File: src/rtl/slot_pkg.sv
// Shared definitions for the slot-machine reel generator and the game FSM.
//   - reel_state_e : reel sequencer states
//   - SYM_W_DEF / NUM_SYMS_DEF : default symbol width and symbols per reel
//   - LFSR_RESET / LFSR_TAPS : free-running start-position generator constants
//   - sym_t : symbol type carried on c1..c3 toward the game FSM
package slot_pkg;

   localparam int unsigned SYM_W_DEF    = 3;
   localparam int unsigned NUM_SYMS_DEF = 6;

   localparam int unsigned LFSR_W     = 16;
   localparam logic [15:0] LFSR_RESET = 16'hACE1;
   // Right-shifting form of x^16+x^14+x^13+x^11: feedback from bits 0,2,3,5.
   localparam logic [15:0] LFSR_TAPS  = 16'h002D;

   typedef enum logic [1:0] {
      IDLE = 2'd0,
      FAST = 2'd1,
      SLOW = 2'd2,
      DONE = 2'd3
   } reel_state_e;

   typedef logic [SYM_W_DEF-1:0] sym_t;

endpackage

File: src/rtl/slot_lfsr.sv
// 16-bit Fibonacci LFSR with parallel load, plus the start-position snapshot.
// Ports:
//   clk, reset : clock, synchronous active-high reset (reset beats load)
//   load_i     : load seed_i instead of shifting this cycle
//   seed_i     : load value (must be nonzero)
//   snap_o     : low OUT_W bits of seed_i when loading, else of the current state
module slot_lfsr
   import slot_pkg::*;
#(
   parameter int unsigned OUT_W = 9
) (
   input  logic              clk,
   input  logic              reset,
   input  logic              load_i,
   input  logic [LFSR_W-1:0] seed_i,
   output logic [OUT_W-1:0]  snap_o
);

   logic [LFSR_W-1:0] lfsr_q;
   logic [LFSR_W-1:0] lfsr_d;
   logic              fb_c;

   // Shift right, feedback enters at the MSB.
   always_comb begin
      fb_c   = ^(lfsr_q & LFSR_TAPS);
      lfsr_d = load_i ? seed_i : {fb_c, lfsr_q[LFSR_W-1:1]};
   end

   always_ff @(posedge clk) begin
      if (reset) begin
         lfsr_q <= LFSR_RESET;
      end else begin
         lfsr_q <= lfsr_d;
      end
   end

   // A spin coinciding with a seed load snapshots the seed itself.
   assign snap_o = load_i ? seed_i[OUT_W-1:0] : lfsr_q[OUT_W-1:0];

endmodule

File: src/rtl/slot_reels.sv
// Three-reel spin generator feeding the slot-machine game FSM.
// A spin snapshots start positions from a free-running LFSR, steps all reels
// through a fast phase and a slow phase, then stops the reels one at a time.
// Ports:
//   clk, reset   : clock, synchronous active-high reset
//   spin         : lever request, honoured only in IDLE
//   seed_we/seed : load the LFSR (seed must be nonzero)
//   c1, c2, c3   : reel symbols (registered)
//   busy         : spin in progress (FAST or SLOW)
//   slowing      : in the SLOW phase
//   stopped      : per-reel stop flags, bit0 = reel 1
//   done         : one-cycle pulse when all reels have stopped
module slot_reels
   import slot_pkg::*;
#(
   parameter int unsigned SYM_W      = SYM_W_DEF,
   parameter int unsigned NUM_SYMS   = NUM_SYMS_DEF,
   parameter int unsigned FAST_DIV   = 2,
   parameter int unsigned FAST_STEPS = 4,
   parameter int unsigned SLOW_DIV   = 4,
   parameter int unsigned SLOW_STEPS = 2,
   parameter int unsigned STOP_GAP   = 1
) (
   input  logic             clk,
   input  logic             reset,
   input  logic             spin,
   input  logic             seed_we,
   input  logic [15:0]      seed,
   output logic [SYM_W-1:0] c1,
   output logic [SYM_W-1:0] c2,
   output logic [SYM_W-1:0] c3,
   output logic             busy,
   output logic             slowing,
   output logic [2:0]       stopped,
   output logic             done
);

   localparam int unsigned NUM_REELS = 3;
   localparam int unsigned MAX_DIV   = (FAST_DIV > SLOW_DIV) ? FAST_DIV : SLOW_DIV;
   localparam int unsigned DIV_W     = (MAX_DIV > 1) ? $clog2(MAX_DIV) : 1;
   localparam int unsigned LAST_STOP = SLOW_STEPS + 2 * STOP_GAP;
   localparam int unsigned MAX_CNT   = (FAST_STEPS > LAST_STOP) ? FAST_STEPS : LAST_STOP;
   localparam int unsigned CNT_W     = $clog2(MAX_CNT + 1);
   localparam int unsigned SNAP_W    = NUM_REELS * SYM_W;

   reel_state_e state_q, state_d;

   logic [DIV_W-1:0]                    div_q, div_d;
   logic [CNT_W-1:0]                    cnt_q, cnt_d;
   logic [NUM_REELS-1:0][SYM_W-1:0]     pos_q, pos_d;
   logic [NUM_REELS-1:0]                stopped_q, stopped_d;
   logic                                busy_q, busy_d;
   logic                                slowing_q, slowing_d;
   logic                                done_q, done_d;
   logic [SNAP_W-1:0]                   snap_c;
   logic                                tick_c;

   // Raw LFSR field to a legal position: fields past the last symbol fold down once.
   function automatic logic [SYM_W-1:0] fold_sym(input logic [SYM_W-1:0] f);
      return (32'(f) >= NUM_SYMS) ? SYM_W'(32'(f) - NUM_SYMS) : f;
   endfunction

   // One reel step with wrap from the last symbol back to 0.
   function automatic logic [SYM_W-1:0] step_sym(input logic [SYM_W-1:0] p);
      return (32'(p) == NUM_SYMS - 1) ? '0 : p + SYM_W'(1);
   endfunction

   slot_lfsr #(
      .OUT_W (SNAP_W)
   ) u_lfsr (
      .clk    (clk),
      .reset  (reset),
      .load_i (seed_w_e_c()),
      .seed_i (seed),
      .snap_o (snap_c)
   );

   function automatic logic seed_w_e_c();
      return seed_we;
   endfunction

   // Step tick: divider has reached the phase's last count.
   always_comb begin
      tick_c = 1'b0;
      if (state_q == FAST) begin
         tick_c = (div_q == DIV_W'(FAST_DIV - 1));
      end else if (state_q == SLOW) begin
         tick_c = (div_q == DIV_W'(SLOW_DIV - 1));
      end
   end

   // State register.
   always_ff @(posedge clk) begin
      if (reset) begin
         state_q <= IDLE;
      end else begin
         state_q <= state_d;
      end
   end

   // Next-state logic.
   always_comb begin
      state_d = state_q;
      case (state_q)
         IDLE: if (spin) state_d = FAST;
         FAST: if (tick_c && (cnt_q == CNT_W'(FAST_STEPS - 1))) state_d = SLOW;
         SLOW: if (&stopped_d) state_d = DONE;
         DONE: state_d = IDLE;
         default: state_d = IDLE;
      endcase
   end

   // Status outputs follow the state being entered so they line up with it.
   always_comb begin
      busy_d    = (state_d == FAST) || (state_d == SLOW);
      slowing_d = (state_d == SLOW);
      done_d    = (state_d == DONE);
   end

   // Reel datapath: snapshot, dividers, tick counting, stepping and stopping.
   always_comb begin
      div_d     = '0;
      cnt_d     = cnt_q;
      pos_d     = pos_q;
      stopped_d = stopped_q;
      case (state_q)
         IDLE: begin
            cnt_d = '0;
            if (spin) begin
               for (int k = 0; k < NUM_REELS; k++) begin
                  pos_d[k] = fold_sym(snap_c[k*SYM_W +: SYM_W]);
               end
               stopped_d = '0;
            end
         end
         FAST: begin
            div_d = tick_c ? '0 : div_q + DIV_W'(1);
            if (tick_c) begin
               for (int k = 0; k < NUM_REELS; k++) begin
                  if (!stopped_q[k]) pos_d[k] = step_sym(pos_q[k]);
               end
               // Last fast tick hands over to SLOW with the counter cleared.
               cnt_d = (cnt_q == CNT_W'(FAST_STEPS - 1)) ? '0 : cnt_q + CNT_W'(1);
            end
         end
         SLOW: begin
            div_d = tick_c ? '0 : div_q + DIV_W'(1);
            if (tick_c) begin
               cnt_d = cnt_q + CNT_W'(1);
               // Slow ticks are numbered from 1; reel k stops on its own tick
               // after taking that tick's step.
               for (int k = 0; k < NUM_REELS; k++) begin
                  if (!stopped_q[k]) begin
                     pos_d[k] = step_sym(pos_q[k]);
                     if ((32'(cnt_q) + 32'd1) == (SLOW_STEPS + 32'(k) * STOP_GAP)) begin
                        stopped_d[k] = 1'b1;
                     end
                  end
               end
            end
         end
         DONE: cnt_d = '0;
         default: cnt_d = '0;
      endcase
   end

   // Datapath and output registers.
   always_ff @(posedge clk) begin
      if (reset) begin
         div_q     <= '0;
         cnt_q     <= '0;
         pos_q     <= '0;
         stopped_q <= '0;
         busy_q    <= 1'b0;
         slowing_q <= 1'b0;
         done_q    <= 1'b0;
      end else begin
         div_q     <= div_d;
         cnt_q     <= cnt_d;
         pos_q     <= pos_d;
         stopped_q <= stopped_d;
         busy_q    <= busy_d;
         slowing_q <= slowing_d;
         done_q    <= done_d;
      end
   end

   assign c1      = pos_q[0];
   assign c2      = pos_q[1];
   assign c3      = pos_q[2];
   assign stopped = stopped_q;
   assign busy    = busy_q;
   assign slowing = slowing_q;
   assign done    = done_q;

endmodule

File: config.mk
export PLATFORM = sky130hd
export DESIGN_NAME = slot_reels
export DESIGN_NICKNAME = d
export VERILOG_FILES = /design/src/rtl/slot_pkg.sv /design/src/rtl/slot_lfsr.sv /design/src/rtl/slot_reels.sv
export SDC_FILE = /design/constraint.sdc
export NUM_CORES = 1
export LEC_CHECK = 0
export CAP_MARGIN = 25
export CORE_ASPECT_RATIO = 1.5
export CORE_MARGIN = 4
export CORE_UTILIZATION = 52
export DETAILED_ROUTE_END_ITERATION = 12
export PLACE_DENSITY = 0.88
export SKIP_CTS_REPAIR_TIMING = 1
export SLEW_MARGIN = 40
export SYNTH_ARGS = -nofsm -noshare
export SYNTH_HDL_FRONTEND = slang
export SYNTH_SLANG_ARGS = --single-unit
File: constraint.sdc
create_clock -name clk -period 2.7 [get_ports clk]
set_input_delay 0.54 -clock clk [delete_from_list [all_inputs] [get_ports clk]]
set_output_delay 0.54 -clock clk [all_outputs]
set_load 0.005 [all_outputs]
# --- After elaboration in Yosys (flattened, before gate mapping) ---
# Index checks and enable logic that the tools add are counted.
classes:
  addsub: 9
  reduce_logical: 13
  eq_ne: 22
  order_cmp: 3
  bitwise_logic: 1
  muxes: 33
ops:
  columns: ["op", "n"]
  rows:
  - ["$eq 32x2->1 const B", 2]
  - ["$mux 3", 14]
  - ["$mux 9", 3]
  - ["$pmux 9 s2", 1]
  - ["$mux 16", 1]
  - ["$reduce_xor 16->1", 1]
  - ["$add 3x1->3 const B", 4]
  - ["$ne 2x2->1 const B", 6]
  - ["$reduce_and 4->1", 3]
  - ["$eq 2x2->1 const B", 5]
  - ["$eq 3x3->1 const B", 3]
  - ["$ge 3x3->1 const B", 3]
  - ["$pmux 3 s3", 1]
  - ["$sub 3x3->3 const B", 3]
  - ["$mux 1", 8]
  - ["$pmux 2 s4", 1]
  - ["$eq 2x1->1 const B", 3]
  - ["$mux 2", 3]
  - ["$pmux 3 s2", 1]
  - ["$add 3x1->4 const B", 1]
  - ["$eq 4x3->1 const B", 1]
  - ["$reduce_or 2->1", 2]
  - ["$eq 3x2->1 const B", 1]
  - ["$reduce_and 3->1", 1]
  - ["9 further kinds", 9]
word_totals:
  register_bits: 38
  inputBits: 20
  word_cells: 92
  out_inout_bits: 15

# --- Depth between registers and ports, before layout ---
# Gate-level depths: netlist of run 1.
logic_depth:
  ltp_word: 11
  ltp_mapped: 8
  depth_no_buf: 8

# --- Modules after synthesis ---
# Synthesis of run 1 repeated with hierarchy kept, for this count alone.
hier_totals:
  hier_cells: 231
  hier_area_um2: 1968.1
by_module_without_submodules:
  columns: ["module", "area_per_inst_um2", "instances", "seq_area_each_um2", "cells_per_inst"]
  rows:
  - ["slot_reels", 1298.7, 1, 440.4, 157]
  - ["slot_lfsr", 669.4, 1, 320.3, 74]

# --- Worst setup path after synthesis of run 1 ---
# No wires, ideal clock.
synth_timing:
  path_kind: "reg2reg"
  from: "register state_q[0]"
  to: "register pos_q (netlist bit c3[2])"
  arrival_ns: 1.865
  slack_ns: 0.718
  n_path_buf: 1
  setup_ns: 0.117
  required_ns: 2.583
  path_stages_with_launch: 8
  period_less_slack_ns: 1.982
  path_cell_list: "dfxtp_1 > inv_1 > ha_1 > buf_2 > a21boi_0 > a221oi_1 > o21ai_0 > a32o_1"
synth_via:
  elab_chain_cells: 5
  word_cells_on_any_way: 12
  cone_classes: "eq/ne (5); mux (3); reduce/logical (4)"
synth_rtl:
  columns: ["element", "line", "rtl"]
  rows:
  - ["from (decl)", "slot_reels.sv:46", "reel_state_e state_q, state_d;"]
  - ["from (signal assigned)", "slot_reels.sv:97", "state_q <= state_d;"]
  - ["$eq 2x2->1", "slot_reels.sv:87, slot_reels.sv:126", null]
  - ["$mux 1", "slot_reels.sv:87", "end else if (state_q == SLOW) begin"]
  - ["$mux 1", "slot_reels.sv:85", "if (state_q == FAST) begin"]
  - ["$ne 2x1->1 (no line)", null, null]
  - ["$reduce_and 4->1 (no line)", null, null]
  - ["to (signal assigned)", "slot_reels.sv:180", "pos_q <= pos_d;"]
  - ["to (decl)", "slot_reels.sv:50", "logic [NUM_REELS-1:0][SYM_W-1:0] pos_q, pos_d;"]
# Parallel ways exist; a longest one is shown, timed or not.
# A chain may end at the register's enable or synchronous reset.

# --- Worst setup path after layout of run 1 ---
# Same ends and word-level chain as after synthesis.

==> metrics, run 1 <==
mean area per synthesized cell=8.470 um^2; most area-hungry cell type in the Yosys netlist=sky130_fd_sc_hd__dfxtp_1; post-synthesis register bit count=38; number of antenna violations at the first check in global routing=0; aggregate routed wire length=4.430 mm; hold-critical path endpoint=u_lfsr.lfsr_q[11]$_SDFF_PP1_; Final Core Density=0.6660; worst rel slew slack=0.6366; TritonCTS clock tree=built; portion of synthesized cell area occupied by the leading cell type=0.3838; wire per inst=14.15 um; first-pass GRT wire length=7.410 mm; Site Rows=27; final hold viol count=0; Pwr Density=651.6 nW/um^2; final HPWL from detailed placement=3.349 mm; critical path arrival=2.59 ns; total power=1.598 mW; Mapped Cells=234; Worst-Margin Slew=0.5394 ns; share of post-route cells with drive strength above 1=0.07407; signed area change from the synthesized netlist to the final layout=23.74%; chip height=83.61 um; full die area=4883 um^2; CTS root buf=sky130_fd_sc_hd__clkbuf_8; width of the die=58.41 um; Placer Congestion=0.9122; highest ir drop seen on vdd=413.4 uV; worst min-delay path class=flip-flop to flip-flop; final instance count without filler cells=313; post-DR vias/cell=5.607; vias in the first global route=1704; maximum buffer depth of the clock tree=2; Cell variety after synth=43; unrepaired setup endpoints after global routing=false; drt drc=0; MaxCap Viol Count=0; highest clock frequency the design can meet=0.4169 GHz; run status=completed; final period demand of the worst path=2.398 ns; source of the worst register-to-register timing path=state_q[0]$_SDFF_PP0_; Worst Min Path Start=u_lfsr.lfsr_q[12]$_SDFF_PP0_; Sum Neg Setup Slack=0 ns; placement-stage cell area=2361 um^2; maximum number of pins on one net before global-route repair=21; aggregate global routing overflow=0; GRT Overall Usage=0.1961; Worst Setup End Kind=flip-flop; Reg2Reg Setup Slack=0.30 ns; period utilisation layout=0.8883; crit path launch type=flip-flop; Detailed Route Iter0 Violations=61; cells taking the most area after synthesis=sky130_fd_sc_hd__dfxtp_1 38%, sky130_fd_sc_hd__ha_1 6.9%, sky130_fd_sc_hd__mux2i_1 5.6%; worst setup path class=flip-flop to flip-flop; area of the mapped netlist=1982 um^2; final count of negative-setup-slack endpoints=0; async set or reset register ratio after synthesis=0; number of synthesized flops with an enable pin=0; core area=3682 um^2; count of pins over their slew limit=0; 1st-pass router iterations=4; remaining antenna violation count after routing=0; number of buffers added by the clock tree synthesis step=5; required time worst endpoint=2.89 ns; number of placed I/O pins=35; cell count after placement=305; port bufs=34; clock slew at reported path FFs=0.07 ns; Layout Cell Area excl Fill=2452 um^2; Hold Path Stages=2; number of vias after detailed routing=1755; total leakage power=1.007 nW; Post-Synthesis Net Count=265; Max H-tree Level=2; initial cell density of the core=0.5382; Register-to-Register Path Depth=6; capture point of the worst reg-to-reg path=c3[2]$_SDFFE_PP0P_; worst skew pair latency=0.29 ns; final antenna diode count=0; prevailing post-synth register cell=sky130_fd_sc_hd__dfxtp_1; final net count=300; count of yosys warnings during synthesis=0; largest clock skew in the final design=0.005264 ns; CP max FO=13; Sinks on Clock Net=38; sequential element share of the synthesized area=0.3838
## synth_stat cells, drive strengths merged (2+ instances only)
library cell  count
a211o             2
o22ai             5
nand3b            2
clkbuf            5
a32oi             3
o32a              2
o21ai            12
buf               6
nor2             21
nor2b             4
ha               11
a211oi            4
a21oi            17
a22o              4
a311oi            4
or4               2
dfxtp            38
xnor2             3
nand2b            8
mux2i            11
nand4             4
nor3              6
nand2            22
and2              4
nand3             5
inv              18
## how the worst max path moves through the flow
| stage | start | end | slack (ns) | depth (start not counted) |
|---|---|---|---|---|
| after floorplan | state_q[0]$_SDFF_PP0_ | c3[2]$_SDFFE_PP0P_ | 0.72 | 7 |
| after global placement | spin | c3[2]$_SDFFE_PP0P_ | 0.44 | 5 |
| after detailed placement | spin | c3[2]$_SDFFE_PP0P_ | 0.33 | 5 |
| after CTS | state_q[0]$_SDFF_PP0_ | c3[2]$_SDFFE_PP0P_ | 0.38 | 6 |
| after global routing | state_q[0]$_SDFF_PP0_ | c3[2]$_SDFFE_PP0P_ | 0.08 | 6 |
| final | state_q[0]$_SDFF_PP0_ | c3[2]$_SDFFE_PP0P_ | 0.30 | 6 |
## layer usage
metal	wire (um)	up-vias	global-route usage
li1	-	891	-
met1	1793	808	0.2122
met2	2298	45	0.3266
met3	215	11	0.05418
met4	123	0	0.1181
met5	0	-	0
## logic make-up after synthesis
| kind of cell | Yosys count | synth area share |
|---|---|---|
| AO/OA/AOI/OAI | 60 | 0.2014 |
| flip-flops | 38 | 0.3838 |
| XOR/XNOR | 3 | 0.01326 |
| buffers and inverters | 29 | 0.06060 |
| AND/OR/NAND/NOR | 81 | 0.2102 |
| adder cells (fa/ha/maj) | 11 | 0.06944 |
| multiplexers | 12 | 0.06124 |
## registers in the layout, summed over array words and instances (netlist names), 2 cells and up
signal and flops:
u_lfsr.lfsr_q 16, c1 3, c2 3, c3 3
cnt_q 3, stopped 3, div_q 2, state_q 2
## worst max-delay path, stage by stage, from the launching register on
cell                       delay [ns]
sky130_fd_sc_hd__dfxtp_1         0.42
sky130_fd_sc_hd__inv_1           0.11
sky130_fd_sc_hd__ha_1            0.50
sky130_fd_sc_hd__mux2i_1         0.22
sky130_fd_sc_hd__a221oi_1        0.48
sky130_fd_sc_hd__o21ai_0         0.26
sky130_fd_sc_hd__a32o_1          0.31
## final cells by class
| class | instances | area (um^2) |
|---|---|---|
| well taps | 43 | 53.80 |
| clock buffers | 7 | 86.33 |
| fillers | 295 | 1230 |
| multi-input cells | 167 | 1101 |
| flip-flops and latches | 38 | 760.7 |
| clock inverters | 1 | 5.005 |
| repair buffers | 39 | 377.9 |
| inverters | 18 | 67.56 |
## cells in the final DEF (no fill, tap or decap), types with 3 or more instances in the layout
master                            instances
sky130_fd_sc_hd__a211oi_1                 4
sky130_fd_sc_hd__a21oi_1                 17
sky130_fd_sc_hd__a311oi_1                 4
sky130_fd_sc_hd__a32oi_1                  3
sky130_fd_sc_hd__and2_1                   3
sky130_fd_sc_hd__buf_4                    5
sky130_fd_sc_hd__clkbuf_8                 6
sky130_fd_sc_hd__clkdlybuf4s50_1         34
sky130_fd_sc_hd__dfxtp_1                 38
sky130_fd_sc_hd__ha_1                    11
sky130_fd_sc_hd__inv_1                   18
sky130_fd_sc_hd__mux2i_1                 11
sky130_fd_sc_hd__nand2_1                 21
sky130_fd_sc_hd__nand2b_1                 8
sky130_fd_sc_hd__nand3_1                  5
sky130_fd_sc_hd__nand4_1                  4
sky130_fd_sc_hd__nor2_1                  21
sky130_fd_sc_hd__nor2b_1                  4
sky130_fd_sc_hd__nor3_1                   6
sky130_fd_sc_hd__o21ai_0                 12
sky130_fd_sc_hd__o22ai_1                  5
sky130_fd_sc_hd__xnor2_1                  3
## power by group
part | internal (mW) | switching, mW
Clock | 0.206 | 0.191
Sequential | 0.632 | 0.0657
Combinational | 0.240 | 0.264
Total | 1.08 | 0.521
## per-stage QoR
step           setup slack (ns)  hold slack [ns]
6_report                 0.3016           0.4652
5_1_grt                 0.08104           0.4951
4_1_cts                  0.3783           0.4613
3_5_place_dp             0.3269           0.4452
3_3_place_gp             0.4414           0.4282
2_1_floorplan            0.7178           0.4176
No activity file was read; power rests on OpenSTA's default activity.
==> inputs of run 2 (changes only) <==
--- a/config.mk
+++ b/config.mk
@@ -8,9 +8,9 @@
 export CAP_MARGIN = 25
 export CORE_ASPECT_RATIO = 1.5
 export CORE_MARGIN = 4
-export CORE_UTILIZATION = 52
+export CORE_UTILIZATION = 24
 export DETAILED_ROUTE_END_ITERATION = 12
-export PLACE_DENSITY = 0.88
+export PLACE_DENSITY = 0.52
 export SKIP_CTS_REPAIR_TIMING = 1
 export SLEW_MARGIN = 40
 export SYNTH_ARGS = -nofsm -noshare
==> metrics, run 2 (synthesized netlist as in run 1, its figures left out) <==
run status=completed; clock slew at reported path FFs=0.05 ns; multi-input logic area=1101 um^2; register with the most flip-flops=u_lfsr.lfsr_q; drt drc=0; Sw Ratio=0.3108; aggregate global routing overflow=0; post-DR vias/cell=4.640; Worst-Margin Slew=0.5118 ns; final count of negative-setup-slack endpoints=0; Placer Congestion=0.8285; final HPWL from detailed placement=3.762 mm; met3 WL post-DR=169 um; GRT Overall Usage=0.1065; Sinks on Clock Net=38; period utilisation layout=0.8477; TritonCTS clock tree=built; internal power=1.211 mW; maximum number of pins on one net before global-route repair=17; port bufs=34; CTS root buf=sky130_fd_sc_hd__clkbuf_16; portion of total power attributed to sequential cells=0.398; unrepaired setup endpoints after global routing=false; wire per inst=13.23 um; Top Metal Used=met4; worst setup path class=flip-flop to flip-flop; MaxCap Viol Count=0; number of vias after detailed routing=1740; core area=8008 um^2; Max H-tree Level=2; highest clock frequency the design can meet=0.4369 GHz; Layout Cell Area excl Fill=2581 um^2; number of antenna violations at the first check in global routing=0; routed length on met1=2.150 mm; chip height=119.3 um; sequence of cells on the critical path=inv_1 > ha_1 > mux2i_1 > a221oi_1 > o21ai_0 > a32o_1; final antenna diode count=0; initial cell density of the core=0.2475; number of placed I/O pins=35; commonest cells after routing, fill and taps aside=38 x sky130_fd_sc_hd__dfxtp_1, 34 x sky130_fd_sc_hd__clkdlybuf4s50_1, 21 x sky130_fd_sc_hd__nor2_1, 21 x sky130_fd_sc_hd__nand2_1, 18 x sky130_fd_sc_hd__inv_1; share of post-route cells with drive strength above 1=0.07778; maximum buffer depth of the clock tree=2; vias in the first global route=1752; Final Core Density=0.3223; full die area=9805 um^2; fill cell count=866; NetSw=545.8 uW; final net count=301; placement-stage cell area=2446 um^2; Worst Setup End Kind=flip-flop; aggregate routed wire length=4.961 mm; share of total power in the clock network=0.310; highest ir drop seen on vdd=262.7 uV; Pwr Density=680.5 nW/um^2; count of pins over their slew limit=0; crit path launch type=flip-flop; required time worst endpoint=2.87 ns; CP max FO=12; first-pass GRT wire length=8.259 mm; total met2 wirelength after detailed routing=2.554 mm; worst min-delay path class=flip-flop to flip-flop; largest incremental delay on the critical path=0.50 ns; FF+latch area=760.7 um^2; flip-flop count of the largest register after layout=16; number of buffers added by the clock tree synthesis step=5; critical path arrival=2.45 ns; 1st-pass router iterations=4; final hold viol count=0; final period demand of the worst path=2.289 ns; width of the die=82.20 um; total leakage power=1.033 nW; Slowest-stage cell, CP=sky130_fd_sc_hd__ha_1; logic gate share of total power=0.291; Site Rows=40; worst skew pair latency=0.27 ns; worst rel slew slack=0.6588; signed area change from the synthesized netlist to the final layout=30.24%; most common cell after layout, fill and taps aside=sky130_fd_sc_hd__dfxtp_1; Sum Neg Setup Slack=0 ns; remaining antenna violation count after routing=0; Detailed Route Iter0 Violations=95; largest clock skew in the final design=0.003736 ns
## run 2: cell count changes in the layout (fill, tap and decap cells not counted), sizes merged
cell	change
clkinv	+1
clkbuf	-2
buf	+1
## run 2: power groups by stage
stage | clock (mW) | sequential (mW) | combinational (mW)
floorplan | 0 | 0.697 | 0.330
global placement | 0 | 0.710 | 0.512
detailed placement | 0 | 0.713 | 0.517
CTS | 0.565 | 0.701 | 0.521
global route | 0.585 | 0.712 | 0.578
finish | 0.545 | 0.700 | 0.511
## run 2: worst max-delay path: cells and delay by family, from the launching register on
| kind | cells | cell delay, ns |
|---|---|---|
| AOI/OAI and AO/OA | 3 | 0.92 |
| adders and majority gates | 1 | 0.50 |
| DFF | 1 | 0.41 |
| muxes | 1 | 0.22 |
| buffers and inverters | 1 | 0.11 |
## run 2: final timing paths
check                                     from                           end  slack, ns  depth (start not counted)
setup / recovery         state_q[0]$_SDFF_PP0_            c3[2]$_SDFFE_PP0P_       0.41                          6
hold reg to reg   u_lfsr.lfsr_q[11]$_SDFF_PP1_  u_lfsr.lfsr_q[10]$_SDFF_PP1_       0.44                          2
setup reg to reg         state_q[0]$_SDFF_PP0_            c3[2]$_SDFFE_PP0P_       0.41                          6
hold / removal    u_lfsr.lfsr_q[11]$_SDFF_PP1_  u_lfsr.lfsr_q[10]$_SDFF_PP1_       0.44                          2
## run 2: area by class of cell
class,instances,area share
clock inverters,2,0.003878
flip-flops and latches,38,0.2947
repair buffers,40,0.1493
clock buffers,5,0.04847
multi-input cells,167,0.4266
inverters,18,0.02618
well taps,105,0.05090
## run 2: metrics by stage
stage / std cells / hold slack, ns / total power [mW] / worst slack, ns
6_report: 375 / 0.4361 / 1.756 / 0.4112
5_1_grt: 375 / 0.4659 / 1.875 / 0.1256
4_1_cts: 375 / 0.4399 / 1.787 / 0.4266
3_5_place_dp: 368 / 0.4267 / 1.230 / 0.4023
3_3_place_gp: 368 / 0.4232 / 1.222 / 0.4414
2_1_floorplan: 234 / 0.4176 / 1.027 / 0.7178
## run 2: routing by layer
| metal | vias up | global-route usage |
|---|---|---|
| met2 | 34 | 0.1827 |
| met4 | 0 | 0.02911 |
| met5 | - | 0 |
| li1 | 894 | - |
| met3 | 8 | 0.02118 |
| met1 | 804 | 0.1313 |
